`src/rtl/disp_scan.sv`:
```
// Four-digit multiplexed seven-segment scanner with per-slot anti-ghost blanking.
// Define DISP_SCAN_LZB_EN to enable leading-zero blanking.
module disp_scan #(
  parameter int SCAN_DIV  = 100000,
  parameter int BLANK_CYC = 16
) (
  input  logic        clk,
  input  logic        rst_n,
  input  logic        en,
  input  logic [15:0] data,
  input  logic [3:0]  point,
  input  logic [3:0]  dig_mask,
  output logic [1:0]  s,
  output logic [3:0]  hex,
  output logic [3:0]  an,
  output logic        dp,
  output logic        frame
);

  localparam int DW = $clog2(SCAN_DIV);
  localparam logic [DW-1:0] TC = DW'(SCAN_DIV - 1);
  localparam logic [DW-1:0] BC = DW'(BLANK_CYC);

  localparam logic [1:0] IDLE  = 2'd0;
  localparam logic [1:0] BLANK = 2'd1;
  localparam logic [1:0] DRIVE = 2'd2;

  logic [1:0]    r_state;
  logic [1:0]    r_s;
  logic [DW-1:0] r_div;
  logic [15:0]   r_snap_d;
  logic [3:0]    r_snap_p;
  logic [3:0]    r_hex;
  logic [3:0]    r_an;
  logic          r_dp;
  logic          r_frame;

  logic [1:0]    w_state_n;
  logic [1:0]    w_s_n;
  logic [DW-1:0] w_div_n;
  logic [15:0]   w_snap_d_n;
  logic [3:0]    w_snap_p_n;
  logic [3:0]    w_hex_n;
  logic [3:0]    w_an_n;
  logic          w_dp_n;
  logic          w_frame_n;
  logic          w_lit;
  logic          w_tc;

  assign w_tc = (r_div == TC);

  // Slot sequencing: divider, digit index and frame snapshot.
  always_comb begin
    w_s_n      = r_s;
    w_div_n    = r_div;
    w_snap_d_n = r_snap_d;
    w_snap_p_n = r_snap_p;
    if (!en) begin
      w_s_n   = 2'd0;
      w_div_n = '0;
    end else if (r_state == IDLE) begin
      w_s_n      = 2'd0;
      w_div_n    = '0;
      w_snap_d_n = data;
      w_snap_p_n = point;
    end else if (w_tc) begin
      w_div_n = '0;
      w_s_n   = r_s + 2'd1;
      if (r_s == 2'd3) begin
        w_snap_d_n = data;
        w_snap_p_n = point;
      end
    end else begin
      w_div_n = r_div + DW'(1);
    end
  end

  // Next FSM state follows the divider position within the slot.
  always_comb begin
    w_state_n = IDLE;
    if (en) begin
      w_state_n = (w_div_n < BC) ? BLANK : DRIVE;
    end
  end

  // 4:1 nibble mux on the next digit index.
  always_comb begin
    w_hex_n = w_snap_d_n[3:0];
    unique case (w_s_n)
      2'd0: w_hex_n = w_snap_d_n[3:0];
      2'd1: w_hex_n = w_snap_d_n[7:4];
      2'd2: w_hex_n = w_snap_d_n[11:8];
      2'd3: w_hex_n = w_snap_d_n[15:12];
    endcase
  end

`ifdef DISP_SCAN_LZB_EN
  logic [3:0] w_zero;
  logic       w_sup;

  assign w_zero[0] = (w_snap_d_n[3:0] == 4'h0);
  assign w_zero[1] = (w_snap_d_n[7:4] == 4'h0);
  assign w_zero[2] = (w_snap_d_n[11:8] == 4'h0);
  assign w_zero[3] = (w_snap_d_n[15:12] == 4'h0);

  // Digit k>0 goes dark when it and all higher digits are zero, unless its point is lit.
  always_comb begin
    w_sup = 1'b0;
    unique case (w_s_n)
      2'd0: w_sup = 1'b0;
      2'd1: w_sup = &w_zero[3:1];
      2'd2: w_sup = &w_zero[3:2];
      2'd3: w_sup = w_zero[3];
    endcase
    if (w_snap_p_n[w_s_n]) w_sup = 1'b0;
  end

  assign w_lit = (w_state_n == DRIVE) && dig_mask[w_s_n] && !w_sup;
`else
  assign w_lit = (w_state_n == DRIVE) && dig_mask[w_s_n];
`endif

  // Anode, point and frame-strobe decode for the upcoming cycle.
  always_comb begin
    w_an_n    = 4'hF;
    w_dp_n    = 1'b1;
    w_frame_n = 1'b0;
    if (w_lit) begin
      w_an_n = ~(4'b0001 << w_s_n);
      w_dp_n = ~w_snap_p_n[w_s_n];
    end
    if (en && (w_s_n == 2'd3) && (w_div_n == TC)) w_frame_n = 1'b1;
  end

  // State and output registers.
  always_ff @(posedge clk or negedge rst_n) begin
    if (!rst_n) begin
      r_state  <= IDLE;
      r_s      <= 2'd0;
      r_div    <= '0;
      r_snap_d <= 16'h0000;
      r_snap_p <= 4'h0;
      r_hex    <= 4'h0;
      r_an     <= 4'hF;
      r_dp     <= 1'b1;
      r_frame  <= 1'b0;
    end else begin
      r_state  <= w_state_n;
      r_s      <= w_s_n;
      r_div    <= w_div_n;
      r_snap_d <= w_snap_d_n;
      r_snap_p <= w_snap_p_n;
      r_hex    <= w_hex_n;
      r_an     <= w_an_n;
      r_dp     <= w_dp_n;
      r_frame  <= w_frame_n;
    end
  end

  assign s     = r_s;
  assign hex   = r_hex;
  assign an    = r_an;
  assign dp    = r_dp;
  assign frame = r_frame;

endmodule
```
`config.mk`:
```
export PLATFORM = sky130hd
export DESIGN_NAME = disp_scan
export DESIGN_NICKNAME = d
export VERILOG_FILES = /design/src/rtl/disp_scan.sv
export SDC_FILE = /design/constraint.sdc
export NUM_CORES = 1
export LEC_CHECK = 0
export ABC_AREA = 0
export CAP_MARGIN = 40
export CELL_PAD_IN_SITES_DETAIL_PLACEMENT = 1
export CELL_PAD_IN_SITES_GLOBAL_PLACEMENT = 1
export CORE_MARGIN = 2
export CORE_UTILIZATION = 25
export DETAILED_ROUTE_END_ITERATION = 10
export PLACE_DENSITY = 0.63
export RECOVER_POWER = 25
export SYNTH_ARGS = -nofsm -noshare
export SYNTH_HDL_FRONTEND = slang
export SYNTH_SLANG_ARGS = --single-unit
```
`constraint.sdc`:
```
create_clock -name clk -period 2.6 [get_ports clk]
set_input_delay 0.65 -clock clk [delete_from_list [all_inputs] [get_ports clk]]
set_output_delay 0.65 -clock clk [all_outputs]
set_load 0.005 [all_outputs]
```
Word-level counts from Yosys, hierarchy flattened

Index checks and enable logic that the tools add are counted.
Widths: inputs -> output; s select.

Output and inout port bits: 12
Bits in registers: 51
Logic and storage cells: 52

$lt $le $gt $ge: 2
Equality and inequality tests: 7
Bitwise operators: 2
$add $sub $neg: 2
Shift-type cells: 1
Reductions and logical operators: 5
Mux-type cells: 24

Operators with widths:

| kind                  | count |
|---|---|
| $mux 16               | 4 |
| $mux 17               | 3 |
| $eq 17x17->1 const B  | 2 |
| $mux 4                | 5 |
| $add 17x1->17 const B | 1 |
| $lt 17x5->1 const B   | 1 |
| $pmux 4 s4            | 1 |
| $mux 2                | 5 |
| $eq 2x2->1 const B    | 4 |
| $bmux 1 s2            | 2 |
| $logic_not 2->1       | 2 |
| $mux 1                | 4 |
| $not 4->4             | 1 |
| $shl 1x2->4 const A   | 1 |
| $logic_and 1x1->1     | 3 |
| $lt 2x3->1 const B    | 1 |
| $add 2x1->2 const B   | 1 |
| $eq 2x1->1 const B    | 1 |
| $not 1->1             | 1 |

Logic depth before layout (Yosys ltp)

Gate-level depths: netlist of the first run.

Word-level depth: 10
Gate-level depth with buffers: 11
Gate-level depth less buffers: 9

Worst setup path before layout of the first run

Ideal clock, no wire load.

Path kind: register -> register
From: reg r_div[0]
To: reg r_hex[0], in the netlist hex[0]
Data arrival time: 2,196 ps
Period minus slack after synthesis: 2,317 ps
Slack: 283 ps
Data required time: 2,479 ps
Stages on the path, launching flop included: 12
Path through: dfrtp_1 ha_1 buf_2 and4_4 and4_4 a21boi_4 nand2b_4 buf_6 buf_12 mux2_4 o22ai_1 nor2_1

Elaborated cells on any way between the ends: 12

RTL lines:

| item                     | line | text |
|---|---|---|
| start: declaration       | 30   | `logic [DW-1:0] r_div;` |
| start signal: assignment | 150  | `r_div <= w_div_n;` |
| $eq 17x17->1             | 50   | `assign w_tc = (r_div == TC);` |
| $mux 16                  | 66   | `end else if (w_tc) begin` |
| $mux 16                  | 61   | `end else if (r_state == IDLE) begin` |
| $mux 16                  | 58   | `if (!en) begin` |
| net w_snap_d_n[12]       | 41   | `logic [15:0] w_snap_d_n;` |
| $pmux 4 s4               | 89   | `unique case (w_s_n)` |
| net w_hex_n[0]           | 43   | `logic [3:0] w_hex_n;` |
| end signal: assignment   | 153  | `r_hex <= w_hex_n;` |
| end: declaration         | 33   | `logic [3:0] r_hex;` |

The timed path passes the listed nets, and every way through them passes these cells.

Worst setup path in the final report of the first run

From: reg r_div[0]
To: reg r_hex[1], in the netlist hex[1]

Same word-level chain as after synthesis.

==> flow_summary.json, run 1 <==
{
  "outcome": "finished clean",
  "num_io_pins": 39,
  "nets": 320,
  "area_delta_synth_final_pct": 25.0,
  "row_count": 38,
  "cp_max_fo": 16,
  "place_hpwl_um": 5230,
  "syn_area_per_cell_um2": 11.3,
  "die_area_um2": 11800,
  "powerDensity_nw_per_um2": 481,
  "ant_nets": 0,
  "wl_um": 7130,
  "grt_overflow": 0,
  "top_layer": "met4",
  "leakage_nw": 1.41,
  "dr_wl_met3_um": 199,
  "min_period_ns": 2.42,
  "root_buffer": "clkbuf_8",
  "hp-class": "flop to flop",
  "grt.total_usage_pct": 12.9,
  "coreArea_um2": 10800,
  "dr.first_iter.drc_count": 74,
  "routedWlPerCell_um": 16.5,
  "setup_viol_count_final": 0,
  "worstMarginPinSlew_ns": 1.31,
  "timing_hold_violations_final": 0,
  "fin_setup_tns_ns": 0,
  "synth-seq-cells": 51,
  "min_period_over_period_pct": 93.1,
  "avgViaCountPerCell": 4.65,
  "cts.path.max_buffers": 2,
  "drt-met1-wl_um": 3360,
  "fin_util_pct": 31.8,
  "cts_tree": "yes",
  "vias": 2007,
  "syn_inst": 244,
  "cts_inserted_buffers": 5,
  "clkSinkCount": 51,
  "skew_ns": 0.00889,
  "insertedDiodeCount": 0,
  "die_x_um": 109,
  "relSlewSlack_pct": 12.4,
  "start_util_pct": 25.5,
  "clk_latency_ns": 0.31,
  "grt_pass1_vias": 2184,
  "synth-seq-area-share_pct": 46.7,
  "start_kind": "flop",
  "rrSetupSlack_ns": 0.18,
  "cap_violations": 0,
  "clkTransAtPathRegs_ns": 0.10,
  "gp_congestion": 0.849,
  "htreeDepth": 2,
  "die_h_um": 109,
  "drc_errors": 0,
  "rsz0062_at_grt": "no",
  "synth_nets": 273,
  "firstDrtPassIters": 4,
  "port-buffer-count": 38,
  "dr_wl_met2_um": 3500,
  "crit_required_ns": 2.80,
  "ys_warn_count": 0,
  "drive_gt1_share_pct": 23.3,
  "fmax_mhz": 413,
  "grt_pass1_wl_um": 11700,
  "ir_drop_mv": 0.209,
  "synth_area_um2": 2750,
  "slew_viol_final": 0,
  "nFillCells": 1198,
  "cp.arrival_ns": 2.62,
  "antenna_found_initial": 0,
  "yosysUniqueCellTypes": 56,
  "crit_path_end_kind": "flop",
  "path_class": "flop to flop",
  "grt_max_degree": 52
}
[layout by cell type (no fill, tap or decap), drive strengths merged, types with 3 or more instances in the layout]
cell type,count
xor2,6
clkbuf,7
o221ai,4
o21ai,6
clkdlybuf4s50,37
dfstp,5
mux2,17
nand2,18
dfrtp,46
nor3,4
nor4,4
buf,19
o22ai,10
nor2,27
nand4,6
and3,5
and4b,3
nand3,13
inv,7
xnor2,12
nand2b,4
and4,3
[synth_stat cells, drive strengths merged]
cell type / instances / area share (%)
dfrtp: 46 / 42
nor2: 27 / 4.0
nand2: 18 / 2.6
mux2: 17 / 8.3
buf: 14 / 4.0
nand3: 13 / 2.6
xnor2: 12 / 4.5
o22ai: 10 / 2.3
inv: 7 / 0.96
nand4: 6 / 1.8
o21ai: 6 / 1.1
xor2: 6 / 1.9
and3: 5 / 1.1
dfstp: 5 / 4.8
nand2b: 4 / 1.2
nor3: 4 / 0.73
nor4: 4 / 1.7
o221ai: 4 / 1.3
and4: 3 / 1.1
and4b: 3 / 1.1
clkbuf: 3 / 0.41
a31oi: 2 / 1.0
and2: 2 / 0.46
ha: 2 / 0.91
mux2i: 2 / 0.73
nand4b: 2 / 0.64
nor4b: 2 / 1.7
o2111ai: 2 / 0.64
o22a: 2 / 0.64
or3: 2 / 0.46
a2111oi: 1 / 0.55
a211o: 1 / 0.32
a211oi: 1 / 0.46
a21boi: 1 / 0.68
a21o: 1 / 0.27
a21oi: 1 / 0.18
a221oi: 1 / 0.55
a41oi: 1 / 0.32
or2: 1 / 0.23
[report_power, final]
part | total, mW | switching, mW | leakage [nW] | internal, mW
logic | 0.210 | 0.0896 | 0.725 | 0.120
registers | 0.869 | 0.0198 | 0.637 | 0.850
clock network | 0.571 | 0.283 | 0.0514 | 0.288
total | 1.65 | 0.392 | 1.41 | 1.26
[final timing paths]
kind	cells after the start	start	endpoint
worst min register to register	1	r_snap_d[11]	r_snap_d[11]
min in group asynchronous	2	rst_n	r_div[11]
worst max-delay path	8	r_div[0]	hex[1]
worst min-delay path	1	r_snap_d[11]	r_snap_d[11]
max in group asynchronous	2	rst_n	s[1]
worst max register to register	8	r_div[0]	hex[1]
[per-layer routing]
layer  vias up  GRT usage (%)
met5         -              0
met4         0           3.57
met3         5           2.57
met2        20           21.9
met1      1021           16.8
li1        961              -
[through the flow]
stage	power [mW]	hold WS [ns]	setup WS, ns	area [um^2]	cells
after detailed placement	1.10	0.480	0.0675	3330	423
final	1.65	0.505	0.180	3430	432
after global routing	1.72	0.521	0.0253	3430	432
after CTS	1.67	0.326	0.139	3440	431
after floorplan	0.992	0.354	0.283	2750	244
after global placement	1.09	0.478	0.119	3330	423
[cell type report]
cell class                      instances  area (um^2)  share of cell area (%)
Clock buffer                            6         72.6                    2.11
Clock inverter                          2         37.5                    1.09
Sequential cell                        51         1280                    37.4
Multi-Input combinational cell        169         1320                    38.6
Tap cell                              140          175                    5.10
Timing Repair Buffer                   57          515                    15.0
Inverter                                7         26.3                   0.765
[state kept, by name, summed over array words and instances, names as in the netlist]
signal / flops
r_state: 2
dp: 1
r_snap_p: 4
frame: 1
s: 2
r_div: 17
hex: 4
an: 4
r_snap_d: 16
[what timing repair did]
| item | in CTS | in global routing |
|---|---|---|
| hold buffers | 0 | 0 |
| endpoints found under the setup margin | 0 | 5 |
| buffers inserted | 0 | 1 |
| resized for setup | 0 | 1 |
[cell families after synthesis]
logic type / Yosys count / synth area share, %
AND/OR/NAND/NOR: 96 / 21.4
flip-flops: 51 / 46.7
AO/OA/AOI/OAI: 34 / 10.2
buffers and inverters: 24 / 5.33
multiplexers: 19 / 9.06
XOR/XNOR: 18 / 6.42
adder cells (fa/ha/maj): 2 / 0.911
[critical path, stage by stage, from the launching register on]
cell      delay, ns
dfrtp_1        0.43
ha_1           0.25
and4_4         0.23
and4_4         0.20
a21boi_4       0.22
nand2b_4       0.34
mux2_2         0.40
o22ai_1        0.18
nor2_1         0.07
Note: power is estimated with default switching activity, not from simulation.
==> run 2, diff against run 1 <==
--- a/config.mk
+++ b/config.mk
@@ -9,6 +9,7 @@
 export CAP_MARGIN = 40
 export CELL_PAD_IN_SITES_DETAIL_PLACEMENT = 1
 export CELL_PAD_IN_SITES_GLOBAL_PLACEMENT = 1
+export CORE_ASPECT_RATIO = 0.9
 export CORE_MARGIN = 2
 export CORE_UTILIZATION = 25
 export DETAILED_ROUTE_END_ITERATION = 10
==> flow_summary.json, run 2 (synthesized netlist as in run 1, its figures left out) <==
{
  "path_class": "flop to flop",
  "r2r_end": "hex[1]",
  "area_delta_synth_final_pct": 25.6,
  "clkSinkCount": 51,
  "wl_um": 6620,
  "crit_path_end_kind": "flop",
  "worstMarginPinSlew_ns": 1.60,
  "violations": "max-capacitance violations, max-slew violations",
  "avgViaCountPerCell": 4.73,
  "grt.total_usage_pct": 11.6,
  "mostFrequentLayoutCells": "dfrtp_1, clkdlybuf4s50_1, nor2_1",
  "ctsHoldBuffers": 0,
  "insertedDiodeCount": 0,
  "powerDensity_nw_per_um2": 509,
  "dpl_worst_slack_ns": 0.0548,
  "coreArea_um2": 10800,
  "routedWlPerCell_um": 15.7,
  "cp.arrival_ns": 2.61,
  "leakage_nw": 1.43,
  "min_period_ns": 2.43,
  "skew_ns": 0.00268,
  "finalPower_mw": 1.76,
  "clk_latency_ns": 0.29,
  "rsz0062_at_grt": "no",
  "min_period_over_period_pct": 93.5,
  "reg2reg_depth": 8,
  "gp_congestion": 0.769,
  "crit_start": "r_div[0]",
  "dr_wl_met2_um": 3170,
  "drt-met1-wl_um": 3240,
  "top_register": "r_div",
  "drc_errors": 0,
  "grt_max_degree": 32,
  "grt_pass1_vias": 2054,
  "fin_setup_tns_ns": 0,
  "firstDrtPassIters": 4,
  "root_buffer": "clkbuf_16",
  "row_count": 36,
  "ant_nets": 0,
  "layout_commonest_cell": "dfrtp_1",
  "holdPathEnd": "r_snap_d[15]",
  "start_kind": "flop",
  "hp-class": "flop to flop",
  "port-buffer-count": 38,
  "timing_hold_violations_final": 0,
  "fmax_mhz": 411,
  "r2r_start": "r_div[0]",
  "largestRegisters": "r_div: 17 flops, r_snap_d: 16 flops",
  "finalWorstSetupSlack_ns": 0.169,
  "die_area_um2": 11800,
  "fin_area_um2": 3450,
  "cts_inserted_buffers": 5,
  "largest_reg_flops": 17,
  "nets": 316,
  "dr_wl_met3_um": 121,
  "antenna_found_initial": 0,
  "cp_max_fo": 16,
  "place_hpwl_um": 5020,
  "outcome": "complete, but fails checks",
  "start_util_pct": 25.5,
  "grt_overflow": 0,
  "setup_viol_count_final": 0,
  "vias": 1993,
  "worstHoldStart": "r_snap_d[15]",
  "cap_violations": 1,
  "drive_gt1_share_pct": 22.6,
  "top_layer": "met4",
  "min_path_cells": 1,
  "cts.path.max_buffers": 2,
  "ir_drop_mv": 0.219,
  "cts_tree": "yes",
  "dr.first_iter.drc_count": 127,
  "num_io_pins": 39,
  "htreeDepth": 2,
  "die_x_um": 115,
  "slew_viol_final": 32,
  "clkTransAtPathRegs_ns": 0.07,
  "die_h_um": 103,
  "grt_pass1_wl_um": 10900,
  "rrSetupSlack_ns": 0.17,
  "dpl-instance-area_um2": 3270,
  "relSlewSlack_pct": -6.89,
  "crit_required_ns": 2.78
}
run 2: area by class of cell:
cell class	instances	area, um^2
timing repair buffer	53	487
clock buffer	6	139
inverter	7	26.3
tap	133	166
multi-input combinational	169	1330
sequential	51	1280
clock inverter	2	16.3
fill	1200	7310
run 2: per-stage QoR:
| step | hold WS [ns] | utilization, % | std cells |
|---|---|---|---|
| after detailed placement | 0.482 | 30.4 | 412 |
| final | 0.497 | 32.1 | 421 |
| after CTS | 0.414 | 31.9 | 420 |
| after global placement | 0.478 | 30.4 | 412 |
| after floorplan | 0.354 | - | 244 |
| after global routing | 0.512 | 32.1 | 421 |
run 2: how the worst max path moves through the flow:
stage	end	slack (ns)	cells past startpoint
3_5_place_dp	an[1]	0.05	8
4_1_cts	frame	0.1	6
6_report	hex[1]	0.17	8
5_1_grt	an[1]	0.02	9
2_1_floorplan	hex[0]	0.28	11
3_3_place_gp	dp	0.12	8
run 2: power breakdown:
group	internal, mW	switching, mW
Sequential	0.850	0.0190
Combinational	0.123	0.0874
Clock	0.385	0.291
run 2: worst max-delay path: stages, from the launching register on:
cell and delay (ns):
dfrtp_1 0.42, ha_1 0.26, and4_4 0.24, and4_4 0.20, a21boi_4 0.21, nand2b_4 0.35
mux2_2 0.39, o22ai_1 0.18, nor2_1 0.07
run 2: routing by layer:
| metal | track usage, % | vias to the layer above |
|---|---|---|
| li1 | - | 958 |
| met1 | 16.7 | 1011 |
| met2 | 18.9 | 19 |
| met3 | 1.05 | 5 |
| met4 | 3.19 | 0 |
| met5 | 0 | - |
run 2: timing repair:
item	4_1_cts	5_1_grt
setup buffers	0	1
endpoints found under the setup margin	0	6
gates resized for setup	0	3
